[config.mk]
export PLATFORM = sky130hd
export DESIGN_NAME = edge_pattern_gen
export DESIGN_NICKNAME = d
export VERILOG_FILES = /design/src/rtl/edge_pattern_gen.sv
export SDC_FILE = /design/constraint.sdc
export NUM_CORES = 1
export LEC_CHECK = 0
export BUFFER_PORTS_ARGS = -buffer_cell sky130_fd_sc_hd__buf_2
export CORE_ASPECT_RATIO = 1.25
export CORE_MARGIN = 5
export CORE_UTILIZATION = 53
export DETAILED_ROUTE_END_ITERATION = 12
export PLACE_DENSITY = 0.78
export SYNTH_ARGS = -nofsm -noshare
export SYNTH_HDL_FRONTEND = slang
export SYNTH_SLANG_ARGS = --single-unit
[constraint.sdc]
create_clock -name clk -period 2 [get_ports clk]
set_input_delay 0.1 -clock clk [delete_from_list [all_inputs] [get_ports clk]]
set_output_delay 0.1 -clock clk [all_outputs]
set_load 0.02 [all_outputs]
[src/rtl/edge_pattern_gen.sv]
// Edge-pattern transmitter: drives a_out to commanded levels and holds each for cmd_hold extra cycles.
// Latency: the accept edge updates a_out and the matching pos/neg strobe; the strobe lasts one cycle.
// Backpressure: cmd_ready is low for exactly cmd_hold cycles after each accept; valid/ready handshake.
module edge_pattern_gen #(
    parameter int   HOLD_W     = 8,
    parameter int   CNT_W      = 16,
    parameter logic IDLE_LEVEL = 1'b0
) (
    input  logic              clk,
    input  logic              reset_n,
    input  logic              cmd_valid,
    output logic              cmd_ready,
    input  logic              cmd_level,
    input  logic [HOLD_W-1:0] cmd_hold,
    output logic              a_out,
    output logic              pos_edge_tx,
    output logic              neg_edge_tx,
    output logic              busy,
    output logic [CNT_W-1:0]  edge_count
);

    typedef enum logic {
        IDLE = 1'b0,
        HOLD = 1'b1
    } state_t;

    state_t             state, state_nxt;
    logic [HOLD_W-1:0]  hold_cnt, hold_nxt;
    logic               level_nxt;
    logic               pos_nxt, neg_nxt;
    logic [CNT_W-1:0]   count_nxt;
    logic               accept;

    assign cmd_ready = (state == IDLE);
    assign busy      = ~cmd_ready;
    assign accept    = cmd_valid & cmd_ready;

    always_ff @(posedge clk or negedge reset_n) begin
        if (!reset_n) begin
            state       <= IDLE;
            hold_cnt    <= '0;
            a_out       <= IDLE_LEVEL;
            pos_edge_tx <= 1'b0;
            neg_edge_tx <= 1'b0;
            edge_count  <= '0;
        end else begin
            state       <= state_nxt;
            hold_cnt    <= hold_nxt;
            a_out       <= level_nxt;
            pos_edge_tx <= pos_nxt;
            neg_edge_tx <= neg_nxt;
            edge_count  <= count_nxt;
        end
    end

    always_comb begin
        state_nxt = state;
        hold_nxt  = hold_cnt;
        level_nxt = a_out;
        pos_nxt   = 1'b0;
        neg_nxt   = 1'b0;
        count_nxt = edge_count;
        case (state)
            IDLE: begin
                if (accept) begin
                    level_nxt = cmd_level;
                    hold_nxt  = cmd_hold;
                    // A same-level command is a pure delay: no strobe, no count.
                    if (cmd_level != a_out) begin
                        pos_nxt   = cmd_level;
                        neg_nxt   = ~cmd_level;
                        count_nxt = edge_count + CNT_W'(1);
                    end
                    if (cmd_hold != '0) begin
                        state_nxt = HOLD;
                    end
                end
            end
            HOLD: begin
                hold_nxt = hold_cnt - HOLD_W'(1);
                // <= 1 also recovers if hold_cnt were ever zero here.
                if (hold_cnt <= HOLD_W'(1)) begin
                    state_nxt = IDLE;
                end
            end
            default: begin
                state_nxt = IDLE;
                hold_nxt  = '0;
            end
        endcase
    end

endmodule

# ---- Word-level counts from Yosys, hierarchy flattened
# Cells that the tools add are included.
dict set report totals {
  reg_bits 28
  inputBits 12
  out_inout_bits 21
  wordCells 29
}
dict set report op_classes {
  addsub 2
  n_lt_le_gt_ge 1
  n_eq_ne 2
  mux 12
  n_bitwise 3
  n_reduce_logical 3
}
# op count
set ops {}
lappend ops {{16-bit by 1-bit adder with 16-bit output, second input constant} 1}
lappend ops {{8-bit case mux with 2 select lines} 1}
lappend ops {{1-bit two-way mux} 9}
lappend ops {{8-bit by 1-bit <= comparator with 1-bit output, second input constant} 1}
lappend ops {{8-bit two-way mux} 1}
lappend ops {{8-bit nonzero test} 1}
lappend ops {{8-bit by 1-bit subtractor with 8-bit output, second input constant} 1}
lappend ops {{3-bit AND reduction} 1}
lappend ops {{2-bit by 1-bit != test with 1-bit output, second input constant} 1}
lappend ops {{1-bit NOT} 2}
lappend ops {{1-bit case mux with 2 select lines} 1}
lappend ops {{2-bit AND reduction} 1}
lappend ops {{1-bit bitwise AND} 1}
lappend ops {{1-bit != test} 1}

# ---- Logic depth before layout (Yosys ltp)
dict set report logic_depth {
  depth_word 4
  mapped_depth 7
}

# ---- Worst setup path before layout
# No wires, ideal clock.
dict set report synth_path {
  path_type {register to register}
  startpoint {reg a_out}
  endpoint {reg edge_count[8]}
  setup_ps 130
  arrival_time_ps 1646
  required_ps 1870
  slack_ps 224
  path_stages_with_launch 7
  path_buffers 1
  synth_period_minus_slack_ps 1776
  path_cell_list {dfrtp_1 > ha_1 > nor3b_4 > and3_1 > buf_4 > nand4_4 > xnor2_2}
}
dict set report synth_between {
  elab_chain_len 2
}
# item line_no
set synth_lines {}
lappend synth_lines {{start, declared} 15} ;# output logic a_out,
lappend synth_lines {{start signal, assigned} 49} ;# a_out <= level_nxt;
lappend synth_lines {{1-bit != test} 69} ;# if (cmd_level != a_out) begin
lappend synth_lines {{3-bit AND reduction (no source line)} -}
lappend synth_lines {{end signal, assigned} 52} ;# edge_count <= count_nxt;
lappend synth_lines {{end, declared} 19} ;# output logic [CNT_W-1:0] edge_count
# No other way between the ends.
# A chain may end at the register's enable or synchronous reset.

# ---- Final worst setup path
# Ends and elaborated chain as after synthesis.

==> results.cfg <==
[sta]
setup_viol = 0
fin_ws_ns = 0.2329
slew_violations = 0
fin_crit_sh = 0.8835
fin_skew_ns = 0.001361
period_needed_ns = 1.767
worst_pin_slew_ns = 0.6114
rsz0062_at_grt = false
hold_viol = 0
tns_ns = 0
max_clock_freq_mhz = 565.9
timing.slew.headroom = 0.5924

[yosys]
synth_fp_nets = 151
synth_mux_area_frac = 0.01460
yosys.area_share.simple = 0.2234
yosysWarnings = 0
ys.flop_type = dfrtp_1
synthDominantCellAreaShare = 0.4811
synth_xor_area_frac = 0.1254
synth_compound_area_frac = 0.08247
yosysTopAreaCell = dfrtp_1
synthTopCellsByArea = dfrtp_1, xnor2_1, xor2_1, ha_1, nand2_1
yosysSeqAreaShare = 0.4811
synth_edf_count = 0
synth_cell_type_count = 35
synth-seq-cells = 28
syn_avg_cell_area_um2 = 10.87
synth_fa_ha_area_frac = 0.04296
synth_top_family_by_area = simple AND/OR/NAND/NOR gates
mappedNetlistArea_um2 = 1456
syn_inst = 134
async_flop_share = 1.000

[global_route]
grt_use_total = 0.1463
gr-max-usage-layer = met2
use_met2 = 0.2686
antenna_found_initial = 0
grt_max_degree = 29
use_met1 = 0.1661
gr-usage-met3 = 0.02235
grt_remaining_overflow = 0
grt_pass1_wl_um = 4485
first_global_vias = 1056

[cells_and_area]
area_delta_synth_final_pct = 14.95
drive_above_1_share = 0.2651
final_nets = 185
antennaDiodeCount = 0

[pwr]
pwr-share-comb = 0.359
p_sw_frac = 0.3795
power_density_nw_per_um2 = 1004
irDropWorstVdd_uv = 560.7
clockPowerShare = 0.131
p_leak_nw = 0.8678
seq_power_share = 0.510
p_int_mw = 1.042
p_total_mw = 1.680
p_switching_mw = 0.6376

[setup_path]
cp.required_ns = 2.22
arrival_ns = 1.99
cp-end-kind = register
start_kind = register
cp_max_fo = 6
reg2reg_slack_ns = 0.23
setup.worst_path.class = reg2reg

[die]
die_area_um2 = 3903
die_h_um = 68.61
initial_core_util = 0.5488
ios = 33
rows = 21
die_x_um = 56.89
core_area_um2 = 2654

[route]
ant_nets = 0
drt_wl_total_um = 2607
via_count = 1068
drc = 0
via_per_inst = 5.340
drtIter0Drc = 25
wl_per_cell_um = 13.04
drtPass1Iterations = 3

[placement]
place_congestion = 0.7904
portBuffers = 32
dp_hpwl_um = 2023
dp_slack_ns = 0.2330

[clock_network]
cts.sinks = 28
root_buffer = clkbuf_4
ctsHtreeMaxLevel = 1
cts_tree = yes
clock_tree.buffer_depth = 2
path_clk_slew_ns = 0.13
post_cts_buffers = 0
clock_latency_ns = 0.31
cts-buffers-inserted = 3

[flow_run]
cap_violations = 0

[hold_path]
hold_class = in2reg

[outcome]
status = complete, no violations
==> layout make-up <==
class	instances	area (um^2)
Timing Repair Buffer	34	177.7
Clock buffer	3	22.52
Sequential cell	28	700.7
Multi-Input combinational cell	96	711.9
Inverter	5	18.77
Tap cell	34	42.54
Fill cell	242	979.7
==> path summary, 6_finish.rpt <==
path / start / depth (start not counted) / end
max reg2reg: a_out$_DFFE_PN0P_ / 5 / edge_count[8]$_DFFE_PN0P_
max in group asynchronous: reset_n / 2 / edge_count[11]$_DFFE_PN0P_
min in group asynchronous: reset_n / 2 / edge_count[9]$_DFFE_PN0P_
max: a_out$_DFFE_PN0P_ / 5 / edge_count[8]$_DFFE_PN0P_
min reg2reg: edge_count[15]$_DFFE_PN0P_ / 1 / edge_count[15]$_DFFE_PN0P_
min: cmd_hold[0] / 3 / hold_cnt[0]$_DFFE_PN0P_
==> worst max-delay path, cell delays in order, from the launching register on <==
cell and delay (ns):
dfrtp_1 0.42, ha_1 0.31, nor3b_4 0.31, and3_1 0.35, nand4_4 0.13, xnor2_2 0.14
==> per-stage QoR <==
| step | hold WS [ns] | std cells | cell area [um^2] | utilization |
|---|---|---|---|---|
| 2_1_floorplan | -0.1956 | 134 | 1456 | - |
| 3_3_place_gp | 0.1426 | 196 | 1642 | 0.6186 |
| 3_5_place_dp | 0.1566 | 196 | 1642 | 0.6186 |
| 4_1_cts | 0.03035 | 200 | 1674 | 0.6308 |
| 5_1_grt | 0.02776 | 200 | 1674 | 0.6308 |
| 6_report | 0.03458 | 200 | 1674 | 0.6308 |
==> synth_stat cells, drive strengths merged, types with 2 or more instances <==
cell type   n
and3        4
nand2b      2
a21oi       5
nor3        4
nor3b       2
inv         5
clkbuf      2
or4         3
dfrtp      28
nand4       2
ha          5
nand3       4
nor2b       5
xor2        9
buf         3
nor2        6
and2b       2
a211oi      5
and2        2
o21ai       5
xnor2      11
nand2      12
==> sequential cells by signal, summed over array words and instances (netlist names) <==
register	count
a_out	1
busy	1
edge_count	16
hold_cnt	8
neg_edge_tx	1
pos_edge_tx	1
==> logic make-up (layout without fill, tap and decap cells) <==
logic type / after synthesis / after routing
AO/OA/AOI/OAI: 19 / 19
AND/OR/NAND/NOR: 50 / 50
buffers and inverters: 10 / 42
adder cells (fa/ha/maj): 5 / 5
multiplexers: 2 / 2
flip-flops: 28 / 28
XOR/XNOR: 20 / 20
==> power groups by stage <==
stage	Combinational [mW]	Sequential, mW	Clock (mW)
5_1_grt	0.684	0.883	0.258
4_1_cts	0.619	0.858	0.231
3_5_place_dp	0.619	0.865	0
2_1_floorplan	0.399	0.892	0
3_3_place_gp	0.582	0.858	0
6_report	0.604	0.856	0.220
==> cell usage in the layout, fill, tap and decap left out, types with 2 or more instances in the layout <==
| cell type | Yosys | layout |
|---|---|---|
| and2_1 | 2 | 2 |
| xor2_1 | 9 | 9 |
| and3_1 | 4 | 4 |
| a21oi_1 | 5 | 5 |
| nand2_1 | 12 | 12 |
| inv_1 | 5 | 5 |
| ha_1 | 5 | 5 |
| and2b_1 | 2 | 2 |
| clkbuf_4 | 0 | 3 |
| nand4_4 | 2 | 2 |
| nor2_1 | 6 | 6 |
| o21ai_0 | 4 | 4 |
| xnor2_1 | 10 | 10 |
| nand2b_1 | 2 | 2 |
| nor3_2 | 3 | 3 |
| buf_2 | 2 | 32 |
| or4_1 | 3 | 3 |
| nand3_1 | 4 | 4 |
| dfrtp_1 | 28 | 28 |
| a211oi_1 | 5 | 5 |
| nor2b_1 | 5 | 5 |
==> routing by layer <==
metal,wire [um],vias up
met5,0,-
met4,44,0
met3,119,5
met2,1366,23
met1,1077,515
li1,-,525
==> repair_timing <==
action                    4_1_cts  5_1_grt
hold buffers                    1        0
hold endpoints to repair       28        0
resized for setup               0        0
Power figures use the tool's default switching activity.
